<file path="src/rtl/ble_hamming_payload_decoder_p_if.sv">
`default_nettype none
// ============================================================================
// Module   : ble_hamming_payload_decoder_p_if
// Brief    : Frame control, coded-bit input and decoded-bit output bundle
// Revision : 1.0
// ============================================================================
interface ble_hamming_payload_decoder_p_if #(
  parameter int CNT_W  = 16,
  parameter int STAT_W = 8
);
  logic              start;
  logic [CNT_W-1:0]  n_bits;
  logic              corr_en;
  logic              data_in;
  logic              valid_in;
  logic              data_out;
  logic              valid_out;
  logic              decoded;
  logic [STAT_W-1:0] corr_count;
  logic [STAT_W-1:0] uncorr_count;
  logic              short_drop;
  logic              busy;
  logic              finished;

  modport master (
    output start, n_bits, corr_en, data_in, valid_in,
    input  data_out, valid_out, decoded, corr_count, uncorr_count,
           short_drop, busy, finished
  );

  modport slave (
    input  start, n_bits, corr_en, data_in, valid_in,
    output data_out, valid_out, decoded, corr_count, uncorr_count,
           short_drop, busy, finished
  );
endinterface
`default_nettype wire

</file>
<file path="src/rtl/ble_hamming_payload_decoder_p.sv">
`default_nettype none
// ============================================================================
// Module   : ble_hamming_payload_decoder_p
// Brief    : Serial Hamming(2^M-1) payload decoder with shortened final block
// Revision : 1.0
// ============================================================================
module ble_hamming_payload_decoder_p #(
  parameter int M      = 4,
  parameter int CNT_W  = 16,
  parameter int STAT_W = 8
) (
  input  logic clk,
  input  logic reset,
  ble_hamming_payload_decoder_p_if.slave bus
);
  localparam int N   = (1 << M) - 1;
  localparam int K   = N - M;
  localparam int OCW = $clog2(K + 1);

  typedef enum logic [1:0] {
    S_IDLE    = 2'd0,
    S_COLLECT = 2'd1,
    S_HOLD    = 2'd2,
    S_FLUSH   = 2'd3
  } state_t;

  state_t            r_state, w_state_nx;
  logic [CNT_W-1:0]  r_nbits, r_total;
  logic              r_corr_en;
  logic [N:1]        r_coll;
  logic [M-1:0]      r_pos, r_len;
  logic              r_pend, r_last;
  logic [K-1:0]      r_osh;
  logic [OCW-1:0]    r_ocnt;
  logic              r_decoded, r_short_drop, r_busy;
  logic [STAT_W-1:0] r_corr_cnt, r_uncorr_cnt;

  logic [M-1:0]      w_syn;
  logic [N:1]        w_fix;
  logic [K-1:0]      w_dat;
  logic [OCW-1:0]    w_dcnt;
  logic              w_hit, w_unc, w_drop, w_out_free, w_close;
  logic              w_accept, w_xfer, w_drop_now, w_finished;

  // The collector is read here on the transfer edge while a new block may
  // already be writing position 1, which is what makes it a ping-pong pair
  // together with the output shift register.
  always_comb begin
    w_syn = '0;
    w_fix = '0;
    for (int i = 1; i <= N; i++) begin
      if (i <= int'(r_len)) begin
        w_fix[i] = r_coll[i];
        if (r_coll[i]) w_syn = w_syn ^ M'(i);
      end
    end
    w_hit = r_corr_en && (w_syn != '0) && (w_syn <= r_len);
    w_unc = r_corr_en && (w_syn > r_len);
    if (w_hit) w_fix[w_syn] = ~w_fix[w_syn];
    w_dat  = '0;
    w_dcnt = '0;
    for (int i = 1; i <= N; i++) begin
      if (((i & (i - 1)) != 0) && (i <= int'(r_len))) begin
        w_dat[w_dcnt] = w_fix[i];
        w_dcnt        = w_dcnt + OCW'(1);
      end
    end
  end

  assign w_drop     = (w_dcnt == '0);
  assign w_out_free = (r_ocnt <= OCW'(1));
  assign w_close    = w_accept &&
                      ((r_pos + M'(1) == M'(N)) || (r_total + CNT_W'(1) == r_nbits));

  always_comb begin
    w_state_nx = r_state;
    w_accept   = 1'b0;
    w_xfer     = 1'b0;
    w_drop_now = 1'b0;
    w_finished = 1'b0;
    case (r_state)
      S_IDLE: begin
        if (bus.start) w_state_nx = (bus.n_bits == '0) ? S_FLUSH : S_COLLECT;
      end
      S_COLLECT: begin
        w_accept = bus.valid_in && (r_total != r_nbits);
        if (r_pend) begin
          if (w_drop) begin
            w_drop_now = 1'b1;
            w_state_nx = S_FLUSH;
          end else if (w_out_free) begin
            w_xfer = 1'b1;
            if (r_last) w_state_nx = S_FLUSH;
          end else begin
            w_state_nx = S_HOLD;
          end
        end
      end
      S_HOLD: begin
        if (w_out_free) begin
          w_xfer     = 1'b1;
          w_state_nx = r_last ? S_FLUSH : S_COLLECT;
        end
      end
      S_FLUSH: begin
        if (r_ocnt == '0) begin
          w_finished = 1'b1;
          w_state_nx = S_IDLE;
        end
      end
      default: w_state_nx = S_IDLE;
    endcase
  end

  always_ff @(posedge clk or posedge reset) begin
    if (reset) begin
      r_state      <= S_IDLE;
      r_nbits      <= '0;
      r_total      <= '0;
      r_corr_en    <= 1'b0;
      r_coll       <= '0;
      r_pos        <= '0;
      r_len        <= '0;
      r_pend       <= 1'b0;
      r_last       <= 1'b0;
      r_osh        <= '0;
      r_ocnt       <= '0;
      r_decoded    <= 1'b0;
      r_short_drop <= 1'b0;
      r_busy       <= 1'b0;
      r_corr_cnt   <= '0;
      r_uncorr_cnt <= '0;
    end else begin
      r_state <= w_state_nx;
      if (r_state == S_IDLE && bus.start) begin
        r_nbits      <= bus.n_bits;
        r_corr_en    <= bus.corr_en;
        r_total      <= '0;
        r_pos        <= '0;
        r_pend       <= 1'b0;
        r_short_drop <= 1'b0;
        r_busy       <= 1'b1;
        r_corr_cnt   <= '0;
        r_uncorr_cnt <= '0;
      end
      if (r_state == S_COLLECT && r_pend) r_pend <= 1'b0;
      if (w_accept) begin
        r_coll[r_pos + M'(1)] <= bus.data_in;
        r_total               <= r_total + CNT_W'(1);
        if (w_close) begin
          r_pend <= 1'b1;
          r_len  <= r_pos + M'(1);
          r_last <= (r_total + CNT_W'(1) == r_nbits);
          r_pos  <= '0;
        end else begin
          r_pos  <= r_pos + M'(1);
        end
      end
      r_decoded <= w_xfer && (w_syn != '0);
      if (w_xfer) begin
        r_osh  <= w_dat;
        r_ocnt <= w_dcnt;
        if (w_hit && r_corr_cnt != '1)   r_corr_cnt   <= r_corr_cnt + STAT_W'(1);
        if (w_unc && r_uncorr_cnt != '1) r_uncorr_cnt <= r_uncorr_cnt + STAT_W'(1);
      end else if (r_ocnt != '0) begin
        r_osh  <= r_osh >> 1;
        r_ocnt <= r_ocnt - OCW'(1);
      end
      if (w_drop_now) r_short_drop <= 1'b1;
      if (w_finished) r_busy <= 1'b0;
    end
  end

  assign bus.data_out     = r_osh[0];
  assign bus.valid_out    = (r_ocnt != '0);
  assign bus.decoded      = r_decoded;
  assign bus.corr_count   = r_corr_cnt;
  assign bus.uncorr_count = r_uncorr_cnt;
  assign bus.short_drop   = r_short_drop;
  assign bus.busy         = r_busy;
  assign bus.finished     = w_finished;
endmodule
`default_nettype wire

</file>
<file path="src/flat_wrapper.sv">
// flat-port wrapper written by rule: the top's interface ports become plain ports
module ble_hamming_payload_decoder_p_flat 
#(
  parameter int M      = 4,
  parameter int CNT_W  = 16,
  parameter int STAT_W = 8
)
  (clk, reset, bus_start, bus_n_bits, bus_corr_en, bus_data_in, bus_valid_in, bus_data_out, bus_valid_out, bus_decoded, bus_corr_count, bus_uncorr_count, bus_short_drop, bus_busy, bus_finished);
  ble_hamming_payload_decoder_p_if #(.CNT_W(CNT_W), .STAT_W(STAT_W)) bus_i ();
  input  logic clk;
  input  logic reset;
  input wire logic [$bits(bus_i.start)-1:0] bus_start;
  input wire logic [$bits(bus_i.n_bits)-1:0] bus_n_bits;
  input wire logic [$bits(bus_i.corr_en)-1:0] bus_corr_en;
  input wire logic [$bits(bus_i.data_in)-1:0] bus_data_in;
  input wire logic [$bits(bus_i.valid_in)-1:0] bus_valid_in;
  output wire logic [$bits(bus_i.data_out)-1:0] bus_data_out;
  output wire logic [$bits(bus_i.valid_out)-1:0] bus_valid_out;
  output wire logic [$bits(bus_i.decoded)-1:0] bus_decoded;
  output wire logic [$bits(bus_i.corr_count)-1:0] bus_corr_count;
  output wire logic [$bits(bus_i.uncorr_count)-1:0] bus_uncorr_count;
  output wire logic [$bits(bus_i.short_drop)-1:0] bus_short_drop;
  output wire logic [$bits(bus_i.busy)-1:0] bus_busy;
  output wire logic [$bits(bus_i.finished)-1:0] bus_finished;
  assign bus_i.start = bus_start;
  assign bus_i.n_bits = bus_n_bits;
  assign bus_i.corr_en = bus_corr_en;
  assign bus_i.data_in = bus_data_in;
  assign bus_i.valid_in = bus_valid_in;
  assign bus_data_out = bus_i.data_out;
  assign bus_valid_out = bus_i.valid_out;
  assign bus_decoded = bus_i.decoded;
  assign bus_corr_count = bus_i.corr_count;
  assign bus_uncorr_count = bus_i.uncorr_count;
  assign bus_short_drop = bus_i.short_drop;
  assign bus_busy = bus_i.busy;
  assign bus_finished = bus_i.finished;
  ble_hamming_payload_decoder_p #(.M(M), .CNT_W(CNT_W), .STAT_W(STAT_W)) u_core (.clk(clk), .reset(reset), .bus(bus_i));
endmodule
</file>
<file path="config.mk">
export PLATFORM = sky130hd
export DESIGN_NAME = ble_hamming_payload_decoder_p_flat
export DESIGN_NICKNAME = d
export VERILOG_FILES = /design/src/rtl/ble_hamming_payload_decoder_p_if.sv /design/src/rtl/ble_hamming_payload_decoder_p.sv /design/src/flat_wrapper.sv
export SDC_FILE = /design/constraint.sdc
export NUM_CORES = 1
export LEC_CHECK = 0
export ABC_AREA = 1
export CAP_MARGIN = 20
export CORE_UTILIZATION = 46
export DETAILED_ROUTE_END_ITERATION = 6
export SYNTH_ARGS = -nofsm -noshare
export SYNTH_HDL_FRONTEND = slang
export SYNTH_SLANG_ARGS = --single-unit
export TNS_END_PERCENT = 20
</file>
<file path="constraint.sdc">
create_clock -name clk -period 7.6 [get_ports clk]
set_input_delay 1.52 -clock clk [delete_from_list [all_inputs] [get_ports clk]]
set_output_delay 1.52 -clock clk [all_outputs]
set_load 0.005 [all_outputs]
</file>
# Yosys cells after proc, flatten, opt, wreduce, memory -nomap -nowiden
# Index checks and enable logic that the tools add are counted.
# word_totals
register_bits,94
in_bits,22
word_cells,285
# classes
n_addsub,15
n_lt_le_gt_ge,42
eq_ne,13
n_mux,149
bitwise,15
reduce_logical,35
# op_table
cell,n
$mux W11,12
$mux W4,31
$bwmux W11,10
$lt A4 B5 Y1 const B,11
$mux W1,49
$demux W1 S4,12
$mux W8,6
$ge A4 B1 Y1 const B,11
$add A4 B1 Y4 const B,10
$le A4 B4 Y1 const A,8
$mux W16,2
$bwmux W15,2
$mux W2,13
$mux W3,8
$logic_and A1 B1 Y1,22
$add A16 B1 Y16 const B,1
$add A8 B1 Y8 const B,2
$eq A16 B16 Y1,1
$le A3 B4 Y1 const A,4
$logic_not A16 Y1,1
$ne A16 B16 Y1,1
$ne A8 B8 Y1 const B,2
$mux W15,1
$not A2 Y2,6
other kinds (29),43

# Logic depth before layout (Yosys ltp)
# Gate-level depths: netlist of run 1.
# logic_depth
depth_word,69
ltp_mapped,45

# Least setup slack after synthesis of run 1
# Ideal clock, no wire load.
# synth_path
kind,flip-flop to flip-flop
start,register u_core.r_len[3]
end,register u_core.r_osh[4]
setup_time_ns,0.116
arrival_time_ns,6.895
required_ns,7.484
slack_ns,0.588
stages_incl_launch_ff,42
path_cell_list,dfrtp_1 buf_2 nor2_1 nand2_1 fa_1 ha_1 o21ai_1 inv_1 ha_1 nand2_1 nand2_1 inv_1 ha_1 o21ai_2 inv_1 ha_1 nand2_1 a21boi_2 [6 not listed] inv_1 ha_1 or2_2 o21ai_1 ha_1 nand2_1 nand3_1 nand3_1 nor2_1 nand2_2 nand2_1 nand2_2 nand3_2 buf_6 buf_6 nand2_1 nand2_1 nand2_1
# synth_via
elab_chain_cells,64
# synth_lines
element,line,text
"start, declared",ble_hamming_payload_decoder_p.sv:31,"logic [M-1:0] r_pos, r_len;"
"start signal, assigned",ble_hamming_payload_decoder_p.sv:152,r_len <= r_pos + M'(1);
$le A1 B4 Y1,n/a,
$mux W1,ble_hamming_payload_decoder_p.sv:52,if (i <= int'(r_len)) begin
$mux W2,ble_hamming_payload_decoder_p.sv:54,if (r_coll[i]) w_syn = w_syn ^ M'(i);
$mux W2,ble_hamming_payload_decoder_p.sv:52,
$not A2 Y2 (no line),n/a,
$mux W2,ble_hamming_payload_decoder_p.sv:54,
$mux W2,ble_hamming_payload_decoder_p.sv:52,
$mux W3,ble_hamming_payload_decoder_p.sv:54,
[48 not listed],n/a,
$mux W11,ble_hamming_payload_decoder_p.sv:63,if (((i & (i - 1)) != 0) && (i <= int'(r_len))) begin
$bwmux W11,ble_hamming_payload_decoder_p.sv:64,w_dat[w_dcnt] = w_fix[i];
$mux W11,ble_hamming_payload_decoder_p.sv:63,
$bwmux W11,ble_hamming_payload_decoder_p.sv:64,
$mux W11,ble_hamming_payload_decoder_p.sv:63,
$bwmux W11,ble_hamming_payload_decoder_p.sv:64,
$mux W11,ble_hamming_payload_decoder_p.sv:63,
$mux W11,ble_hamming_payload_decoder_p.sv:160,if (w_xfer) begin
"end signal, assigned",ble_hamming_payload_decoder_p.sv:161,r_osh <= w_dat;
"end signal, assigned",ble_hamming_payload_decoder_p.sv:166,r_osh <= r_osh >> 1;
"end, declared",ble_hamming_payload_decoder_p.sv:33,logic [K-1:0] r_osh;
# Several ways; a longest one is shown, not always the timed one. The select of a mux whose other input is x is not followed.
# A chain may end at the register's enable or synchronous reset.

# Worst setup path in the final report of run 1
# layout_path
start,register u_core.r_len[2]
end,register u_core.r_ocnt[0]
# layout_via
elab_chain_cells,27
# layout_lines
element,line,text
$le A2 B4 Y1,ble_hamming_payload_decoder_p.sv:63,
$mux W1,ble_hamming_payload_decoder_p.sv:63,
$add A1 B1 Y2,ble_hamming_payload_decoder_p.sv:65,w_dcnt = w_dcnt + OCW'(1);
$mux W4,ble_hamming_payload_decoder_p.sv:63,
$add A4 B1 Y4,ble_hamming_payload_decoder_p.sv:65,
$mux W4,ble_hamming_payload_decoder_p.sv:63,
$add A4 B1 Y4,ble_hamming_payload_decoder_p.sv:65,
$mux W4,ble_hamming_payload_decoder_p.sv:63,
[11 not listed],n/a,
$mux W4,ble_hamming_payload_decoder_p.sv:63,
$add A4 B1 Y4,ble_hamming_payload_decoder_p.sv:65,
$mux W4 (*),ble_hamming_payload_decoder_p.sv:63,
$logic_not A4 Y1,ble_hamming_payload_decoder_p.sv:70,assign w_drop = (w_dcnt == '0);
$mux W1,ble_hamming_payload_decoder_p.sv:88,if (w_drop) begin
$mux W1,ble_hamming_payload_decoder_p.sv:87,if (r_pend) begin
$pmux W1 S2,ble_hamming_payload_decoder_p.sv:81,case (r_state)
$mux W4 or $reduce_bool A2 Y1 (tied branches),n/a,
"end signal, assigned",ble_hamming_payload_decoder_p.sv:162,r_ocnt <= w_dcnt;
"end signal, assigned",ble_hamming_payload_decoder_p.sv:167,r_ocnt <= r_ocnt - OCW'(1);
"end, declared",ble_hamming_payload_decoder_p.sv:34,logic [OCW-1:0] r_ocnt;
# Every way passes the cells marked *; elsewhere a longest branch is shown, timed or not.

==> results.yml, run 1 <==
critical_path:
  max_stage_delay_ns: 0.63
  critPathCaptureType: "register"
  worstPathArrival_ns: 7.28
  cp_num_buf_inv: 7
  critPathLaunchType: "register"
  critical_path.top_delay_family: "adder cells"
  crit_required_ns: 7.83
  path_max_fanout: 15
  setup.worst_path.class: "register to register"
  cpMaxStageDelayCell: "fa_1"
placement:
  port-buffer-count: 43
  globalplace.congestion: 0.9064
  placed_cells_incl_taps: 1703
  dp_hpwl_um: 19000
drt:
  dr_wl_met3_um: 666
  wl_met2_um: 11610
  post_drt_via_cell_ratio: 5.045
  via_count: 8688
  topRoutingLayerUsed: "met4"
  drt_iter0_drc: 573
  wl_met1_um: 11170
  wl_um: 24080
  route.antenna.remaining_nets: 0
  routedWlPerCell_um: 13.98
  drc: 0
  dr.pass1.iters: 5
sta:
  maxSlewViolCount: 0
  worstMarginPinSlew_ns: 0.7641
  finalClockSkew_ns: 0.01033
  finalCriticalPeriod_ns: 7.044
  setup_tns_ns: 0
  max_clock_freq_mhz: 142.0
  rsz0062_at_grt: "no"
  slew_headroom_pct: 48.92
  fin_crit_sh_pct: 92.68
  timing_hold_violations_final: 0
  setup_violations: 0
clocking:
  clkSinkCount: 94
  clockBufferDepth: 2
  cts-root-buf: "clkbuf_16"
  cts_tree: "built"
  clk_latency_ns: 0.35
  numCtsBuffers: 9
  ctsHtreeMaxLevel: 3
  clkTransAtPathRegs_ns: 0.07
  hold_buffers: 0
yosys:
  synthXorXnorAreaFrac_pct: 5.721
  syn_inst: 1411
  muxShareOfSynthArea_pct: 0
  synth_compound_area_share_pct: 12.28
  yosys_warnings: 0
  synth_seq_area_share_pct: 26.36
  ys.flop_type: "dfrtp_1"
  synth_top_family_by_area: "simple AND/OR/NAND/NOR gates"
  synth-edff-count: 0
  synth_area_leader_cell: "dfrtp_1"
  syn_area_per_cell_um2: 6.324
  synth_top_area_share_pct: 26.36
  yosys.area_share.adder_pct: 7.375
  synth-seq-cells: 94
  synth_cell_types: 56
  mappedNetlistNets: 1485
  synth_simple_gate_area_share_pct: 37.89
  syn_area_um2: 8924
  async_reset_ff_share_pct: 100.0
  synthTopCellsByArea: "dfrtp_1, nand2_1, inv_1"
outcome:
  status: "complete, no violations"
power_and_ir_drop:
  irDropWorstVdd_uv: 135.0
  leakage_nw: 5.032
  cellPowerDensity_nw_per_um2: 332.7
  p_total_w: 0.003346
floorplanning:
  ioPinCount: 44
  die_y_um: 141.3
  fp.dieW_um: 141.3
  core_um2: 18830
  start_util_pct: 47.39
  design.die.area_um2: 19960
  num_rows: 50
grt:
  antenna_found_initial: 0
  grt_max_degree: 56
  grt_usage_pct: 25.13
  grt_pass1_wl_um: 40390
  grt-ovfl-total: 0
  grt_pass1_vias: 8330
flow_run:
  maxCapViolCount: 0
cells_and_area:
  area_growth_pct: 12.69
  n_antenna_cell: 0
  fillCellCount: 1916
  stdcell_count: 1722
  final_layout_size_suffix_gt1_share_pct: 6.977
  nNetsFinal: 1531
worst_hold_path:
  holdCritPathClass: "register to register"
[through the flow]
step                hold WS (ns)  instance area, µm²  util [%]  setup slack [ns]
global placement          0.4625                9641     51.20            0.1732
global route              0.5122               10060     53.40          0.004153
floorplan                 0.4437                8924         -            0.5881
finish                    0.4850               10060     53.40            0.5561
detailed placement        0.4601                9641     51.20         -0.005588
CTS                       0.4893                9956     52.87           0.01115
[cell usage in the layout (no fill, tap or decap), types with 14 or more instances in the layout]
cell / instances
nand2_1: 427
xor2_1: 38
nand2_2: 28
clkdlybuf4s50_1: 43
nor2_1: 148
a21oi_1: 41
o21ai_0: 92
xnor2_1: 14
nand3_1: 89
nand4_1: 26
ha_1: 50
o21ai_1: 14
inv_1: 205
dfrtp_1: 94
o22ai_1: 15
[timing repair]
item	CTS	global route
gates resized for setup	1	16
setup buffers	0	2
endpoints found under the setup margin	3	34
gates cloned	0	1
pin swaps	0	1
[registers in the layout, indices dropped and copies added (netlist names), 8 cells and up]
name and count:
u_core.r_coll 15, u_core.r_osh 11, u_core.r_total 16, u_core.bus.uncorr_count 8, u_core.bus.corr_count 8, u_core.r_nbits 16
[power breakdown]
part	switching [W]	internal, W	total (W)
sequential	0.000106	0.000617	0.000723
clock	0.000213	0.000263	0.000476
combinational	0.00147	0.000679	0.00215
total	0.00179	0.00156	0.00335
[synthesized netlist by cell type, drive strengths merged (4+ instances only)]
| library cell | instances |
|---|---|
| inv | 215 |
| ha | 51 |
| a31oi | 4 |
| nand2 | 458 |
| xnor2 | 15 |
| or2 | 10 |
| xor2 | 39 |
| nand3b | 12 |
| nor2 | 155 |
| o22ai | 16 |
| a21oi | 42 |
| o211ai | 4 |
| nor3 | 11 |
| o21ai | 110 |
| buf | 10 |
| nand4 | 26 |
| clkbuf | 10 |
| nor4 | 7 |
| nand3 | 95 |
| dfrtp | 94 |
[worst register-to-register path: cells and delay by family, from the launching register on]
kind                       cells  cell delay (ns)
AOI/OAI and AO/OA              5             0.76
DFF                            1             0.47
buffers and inverters          7             0.70
adders and majority gates      9             2.70
and+or+nand+nor               18             2.30
[per-layer routing]
metal	track usage [%]	up-vias
li1	-	4592
met1	32.15	3920
met2	44.40	141
met3	2.329	35
met4	8.467	0
met5	0	-
[path summary, 6_finish.rpt]
path	start	endpoint	slack [ns]	cells after the start
setup / recovery	u_core.r_len[2]	u_core.r_ocnt[0]	0.56	39
hold / removal	u_core.r_osh[7]	u_core.r_osh[7]	0.49	2
setup reg to reg	u_core.r_len[2]	u_core.r_ocnt[0]	0.56	39
hold reg to reg	u_core.r_osh[7]	u_core.r_osh[7]	0.49	2
max in group asynchronous	reset	u_core.r_nbits[15]	4.93	3
min in group asynchronous	reset	u_core.r_osh[0]	1.56	2
[logic make-up after synthesis]
| logic type | after synthesis |
|---|---|
| AOI/OAI and AO/OA | 194 |
| and+or+nand+nor | 780 |
| DFF | 94 |
| adders and majority gates | 52 |
| xor gates and xnor gates | 54 |
| buffers and inverters | 237 |
[layout make-up]
type / instances / area [µm²] / area share, %
Clock buffer: 9 / 225.2 / 2.240
Clock inverter: 7 / 87.58 / 0.8710
Inverter: 217 / 819.5 / 8.150
Multi-Input combinational cell: 1080 / 5695 / 56.64
Sequential cell: 94 / 2352 / 23.39
Tap cell: 260 / 325.3 / 3.235
Timing Repair Buffer: 55 / 550.5 / 5.475
Power figures use the tool's default switching activity.
==> run 2, diff against run 1 <==
--- a/config.mk
+++ b/config.mk
@@ -7,8 +7,9 @@
 export LEC_CHECK = 0
 export ABC_AREA = 1
 export CAP_MARGIN = 20
-export CORE_UTILIZATION = 46
+export CORE_UTILIZATION = 50
 export DETAILED_ROUTE_END_ITERATION = 6
+export PLACE_DENSITY = 0.68
 export SYNTH_ARGS = -nofsm -noshare
 export SYNTH_HDL_FRONTEND = slang
 export SYNTH_SLANG_ARGS = --single-unit
==> results.yml, run 2 (synthesis gave the netlist of run 1 again) <==
critical_path:
  worstPathArrival_ns: 7.28
  cp_num_buf_inv: 9
  crit_required_ns: 7.83
  cpMaxStageDelayCell: "dfrtp_1"
  critPathCaptureType: "register"
  critical_path.top_delay_family: "adder cells"
  max_stage_delay_ns: 0.40
  path_max_fanout: 15
  setup.worst_path.class: "register to register"
  critPathLaunchType: "register"
power_and_ir_drop:
  leakage_nw: 5.022
  irDropWorstVdd_uv: 155.3
  cellPowerDensity_nw_per_um2: 337.1
  p_total_w: 0.003374
cells_and_area:
  reg_top3: "u_core.r_nbits (16), u_core.r_total (16), u_core.r_coll (15)"
  final_common_cell: "nand2_1"
  final_layout_size_suffix_gt1_share_pct: 6.722
  area_growth_pct: 12.14
  nNetsFinal: 1529
  layout_common_cells: "nand2_1, inv_1, nor2_1"
  postLayoutCoreUtil_pct: 57.66
  n_antenna_cell: 0
placement:
  globalplace.congestion: 0.9423
  post-place-ws_ns: -0.07683
  dp_hpwl_um: 18400
  port-buffer-count: 43
drt:
  wl_um: 23400
  via_count: 8816
  post_drt_via_cell_ratio: 5.238
  route.antenna.remaining_nets: 0
  drc: 0
  drt_iter0_drc: 555
  dr.pass1.iters: 5
  routedWlPerCell_um: 13.90
worst_hold_path:
  holdCritPathClass: "register to register"
flow_run:
  maxCapViolCount: 0
sta:
  maxSlewViolCount: 0
  setup_tns_ns: 0
  finalClockSkew_ns: 0.006849
  setup_violations: 0
  max_clock_freq_mhz: 141.9
  slew_headroom_pct: 51.97
  worstMarginPinSlew_ns: 0.7184
  fin_crit_sh_pct: 92.74
  fin_ws_ns: 0.5519
  finalCriticalPeriod_ns: 7.048
  timing_hold_violations_final: 0
floorplanning:
  die_y_um: 135.6
  design.die.area_um2: 18390
  start_util_pct: 51.41
  fp.dieW_um: 135.6
  num_rows: 48
  core_um2: 17360
  ioPinCount: 44
clocking:
  cts_tree: "built"
  numCtsBuffers: 9
  cts-root-buf: "clkbuf_16"
  clockBufferDepth: 2
  clkSinkCount: 94
  ctsHtreeMaxLevel: 3
  clk_latency_ns: 0.34
  clkTransAtPathRegs_ns: 0.06
  hold_buffers: 0
grt:
  grt-ovfl-total: 0
  grt_max_degree: 49
  grt_pass1_wl_um: 39160
  grt_usage_pct: 26.61
  grt_pass1_vias: 8179
  antenna_found_initial: 0
outcome:
  status: "complete, no violations"
## run 2: cell types whose count changed in the layout (fill, tap and decap cells not counted)
cell | previous run | this run
a21boi_4 | 1 | 0
a21boi_2 | 0 | 1
bufinv_16 | 1 | 3
clkinv_4 | 2 | 0
buf_4 | 10 | 8
inv_6 | 2 | 0
clkinv_2 | 0 | 2
inv_8 | 2 | 0
nand2_2 | 28 | 27
nand2_4 | 3 | 4
## run 2: area by class of cell
class / instances / area, µm²
Multi-Input combinational cell: 1080 / 5693
Clock buffer: 9 / 225.2
Inverter: 217 / 819.5
Sequential cell: 94 / 2352
Clock inverter: 5 / 100.1
Fill cell: 1698 / 7350
Tap cell: 225 / 281.5
Timing Repair Buffer: 53 / 535.5
## run 2: per-layer routing
metal  GRT usage, %  share of wire, %  up-vias  wire length (µm)
met4          9.551               2.6        0               598
li1               -                 -     4587                 -
met2          46.12                48      211             11250
met3          3.255               3.5       38               824
met5              0                 0        -                 0
met1          33.78                46     3980             10730
## run 2: tightest hold or removal path: cells and delay by family (launching register included)
family / cells / cell delay, ns
AND/OR/NAND/NOR: 2 / 0.11
flip-flops: 1 / 0.34
## run 2: final timing paths
check | from | cells past startpoint | end | slack [ns]
max in group asynchronous | reset | 3 | u_core.r_len[3] | 4.94
worst max register to register | u_core.r_len[3] | 43 | u_core.bus.corr_count[5] | 0.55
min in group asynchronous | reset | 2 | u_core.r_osh[9] | 1.60
worst min register to register | u_core.r_osh[7] | 2 | u_core.r_osh[7] | 0.48
worst max-delay path | u_core.r_len[3] | 43 | u_core.bus.corr_count[5] | 0.55
worst min-delay path | u_core.r_osh[7] | 2 | u_core.r_osh[7] | 0.48
## run 2: per-stage QoR
step	std cells	hold slack (ns)	instance area (µm²)
after global routing	1683	0.5022	10010
final	1683	0.4775	10010
after global placement	1668	0.4617	9597
after floorplan	1411	0.4437	8924
after CTS	1682	0.4779	9928
after detailed placement	1668	0.4608	9597
## run 2: report_power, final
part | switching (W) | internal (W)
Sequential | 0.000106 | 0.000618
Clock | 0.000184 | 0.000317
Combinational | 0.00147 | 0.000676
## run 2: what timing repair did
item | CTS | global route
pin swaps | 0 | 2
endpoints found under the setup margin | 7 | 34
cloned | 0 | 1
setup buffers | 0 | 0
resized for setup | 2 | 15
==> run 3, diff against run 2 <==
--- a/config.mk
+++ b/config.mk
@@ -8,8 +8,9 @@
 export ABC_AREA = 1
 export CAP_MARGIN = 20
 export CORE_UTILIZATION = 50
+export CTS_CLUSTER_SIZE = 25
 export DETAILED_ROUTE_END_ITERATION = 6
-export PLACE_DENSITY = 0.68
+export PLACE_DENSITY = 0.67
 export SYNTH_ARGS = -nofsm -noshare
 export SYNTH_HDL_FRONTEND = slang
 export SYNTH_SLANG_ARGS = --single-unit
==> results.yml, run 3 (synthesis gave the netlist of run 1 again) <==
outcome:
  status: "complete, no violations"
critical_path:
  path_max_fanout: 15
  crit_required_ns: 7.84
  reg2reg_slack_ns: 0.52
  r2r-end: "u_core.bus.corr_count[4]"
  setup.worst_path.class: "register to register"
  timing.rr.start: "u_core.r_len[2]"
  critPathCaptureType: "register"
  max_stage_delay_ns: 0.64
  cpMaxStageDelayCell: "fa_1"
  reg2reg_depth: 38
  critPathLaunchType: "register"
  worstPathArrival_ns: 7.32
clocking:
  cts-root-buf: "clkbuf_16"
  clk_latency_ns: 0.35
  ctsHtreeMaxLevel: 3
  clockBufferDepth: 2
  clkTransAtPathRegs_ns: 0.07
  numCtsBuffers: 9
  clkSinkCount: 94
  cts_tree: "built"
grt:
  grt_usage_pct: 26.34
  antenna_found_initial: 0
  grt_max_degree: 67
  grt_pass1_vias: 8209
  grt-ovfl-total: 0
  grt_pass1_wl_um: 38790
floorplanning:
  num_rows: 48
  die_y_um: 135.6
  start_util_pct: 51.41
  core_um2: 17360
  fp.dieW_um: 135.6
  design.die.area_um2: 18390
  ioPinCount: 44
cells_and_area:
  final_common_cell: "nand2_1"
  postLayoutCoreUtil_pct: 57.66
  layout_common_cells: "nand2_1, inv_1, nor2_1"
  area_growth_pct: 12.16
  reg_top3: "u_core.r_nbits (16), u_core.r_total (16), u_core.r_coll (15)"
  stdcell_count: 1690
  final_layout_size_suffix_gt1_share_pct: 7.167
  nNetsFinal: 1534
  fillCellCount: 1704
  n_antenna_cell: 0
  design_area_um2: 10010
sta:
  maxSlewViolCount: 0
  setup_violations: 0
  finalClockSkew_ns: 0.009366
  max_clock_freq_mhz: 141.3
  rsz0062_at_grt: "no"
  slew_headroom_pct: 44.58
  worstMarginPinSlew_ns: 0.8313
  timing_hold_violations_final: 0
  fin_crit_sh_pct: 93.10
  finalCriticalPeriod_ns: 7.075
drt:
  routedWlPerCell_um: 13.79
  post_drt_via_cell_ratio: 5.170
  drc: 0
  wl_um: 23310
  drt_iter0_drc: 489
  dr.pass1.iters: 5
  route.antenna.remaining_nets: 0
  via_count: 8737
placement:
  place_area_um2: 9604
  globalplace.congestion: 0.9196
  dp_hpwl_um: 18310
  port-buffer-count: 43
  placed_cells_incl_taps: 1669
power_and_ir_drop:
  irDropWorstVdd_uv: 174.1
  leakage_nw: 5.033
  cellPowerDensity_nw_per_um2: 329.2
worst_hold_path:
  holdCritPathClass: "register to register"
  hold_end: "u_core.r_osh[7]"
  holdPathStages: 2
  min-delay-start: "u_core.r_osh[7]"
flow_run:
  maxCapViolCount: 0
==> run 3: cell count changes in the layout (fill, tap and decap cells not counted), sizes merged <==
cell | before | now
buf | 9 | 14
bufinv | 3 | 0
clkinv | 4 | 6
clkinvlp | 0 | 1
inv | 215 | 217
==> run 3: critical path, delay by kind of cell (launching register included) <==
family                     cells  cell delay, ns
AOI/OAI and AO/OA              5            0.83
DFF                            1            0.47
adders and majority gates      9            2.73
buffers and inverters          5            0.59
and+or+nand+nor               19            2.34
==> run 3: worst max path at each step <==
stage	from	to	slack (ns)	cells after the start
after floorplan	u_core.r_len[3]	u_core.r_osh[4]	0.59	41
after global placement	u_core.r_len[2]	u_core.bus.uncorr_count[3]	0.20	38
after detailed placement	u_core.r_len[2]	u_core.bus.uncorr_count[2]	-0.07	38
after CTS	u_core.r_len[2]	u_core.r_ocnt[0]	0.09	39
after global routing	u_core.r_len[2]	u_core.r_osh[1]	0.0009	42
final	u_core.r_len[2]	u_core.bus.corr_count[4]	0.52	38
==> run 3: timing repair <==
item                                    4_1_cts  5_1_grt
endpoints found under the setup margin        3       34
cloned                                        0        1
hold endpoints to repair                      0        0
gates resized for setup                       2       16
hold buffers                                  0        0
buffers inserted                              0        4
pin swaps                                     0        2
==> run 3: routing by layer <==
metal / wire length (µm) / global-route usage [%] / vias up
met5: 0 / 0 / -
met4: 719 / 10.36 / 0
met3: 628 / 2.058 / 43
met2: 11120 / 45.78 / 155
met1: 10840 / 33.71 / 3949
li1: - / - / 4590
==> run 3: per-stage QoR <==
stage	hold WS [ns]	setup TNS (ns)	setup slack (ns)	power (W)
2_1_floorplan	0.4437	0	0.5881	0.002317
3_3_place_gp	0.4626	0	0.2002	0.002814
3_5_place_dp	0.4623	-0.1973	-0.07014	0.002833
4_1_cts	0.4817	0	0.08511	0.003271
5_1_grt	0.5025	0	0.0008544	0.003646
6_report	0.4844	0	0.5247	0.003294
==> run 3: layout make-up <==
cell class / instances / area, µm² / share of cell area (%)
multi-input combinational: 1080 / 5700 / 56.96
sequential: 94 / 2352 / 23.50
inverter: 217 / 819.5 / 8.189
timing repair buffer: 58 / 573.1 / 5.726
tap: 225 / 281.5 / 2.813
clock buffer: 9 / 225.2 / 2.250
clock inverter: 7 / 56.30 / 0.5626
==> run 3: report_power, final <==
| part | switching [W] | internal (W) | leakage [nW] | total, W |
|---|---|---|---|---|
| logic | 0.00146 | 0.000680 | 3.67 | 0.00214 |
| registers | 0.000106 | 0.000617 | 1.23 | 0.000723 |
| clock network | 0.000202 | 0.000225 | 0.136 | 0.000427 |
| total | 0.00177 | 0.00152 | 5.03 | 0.00329 |
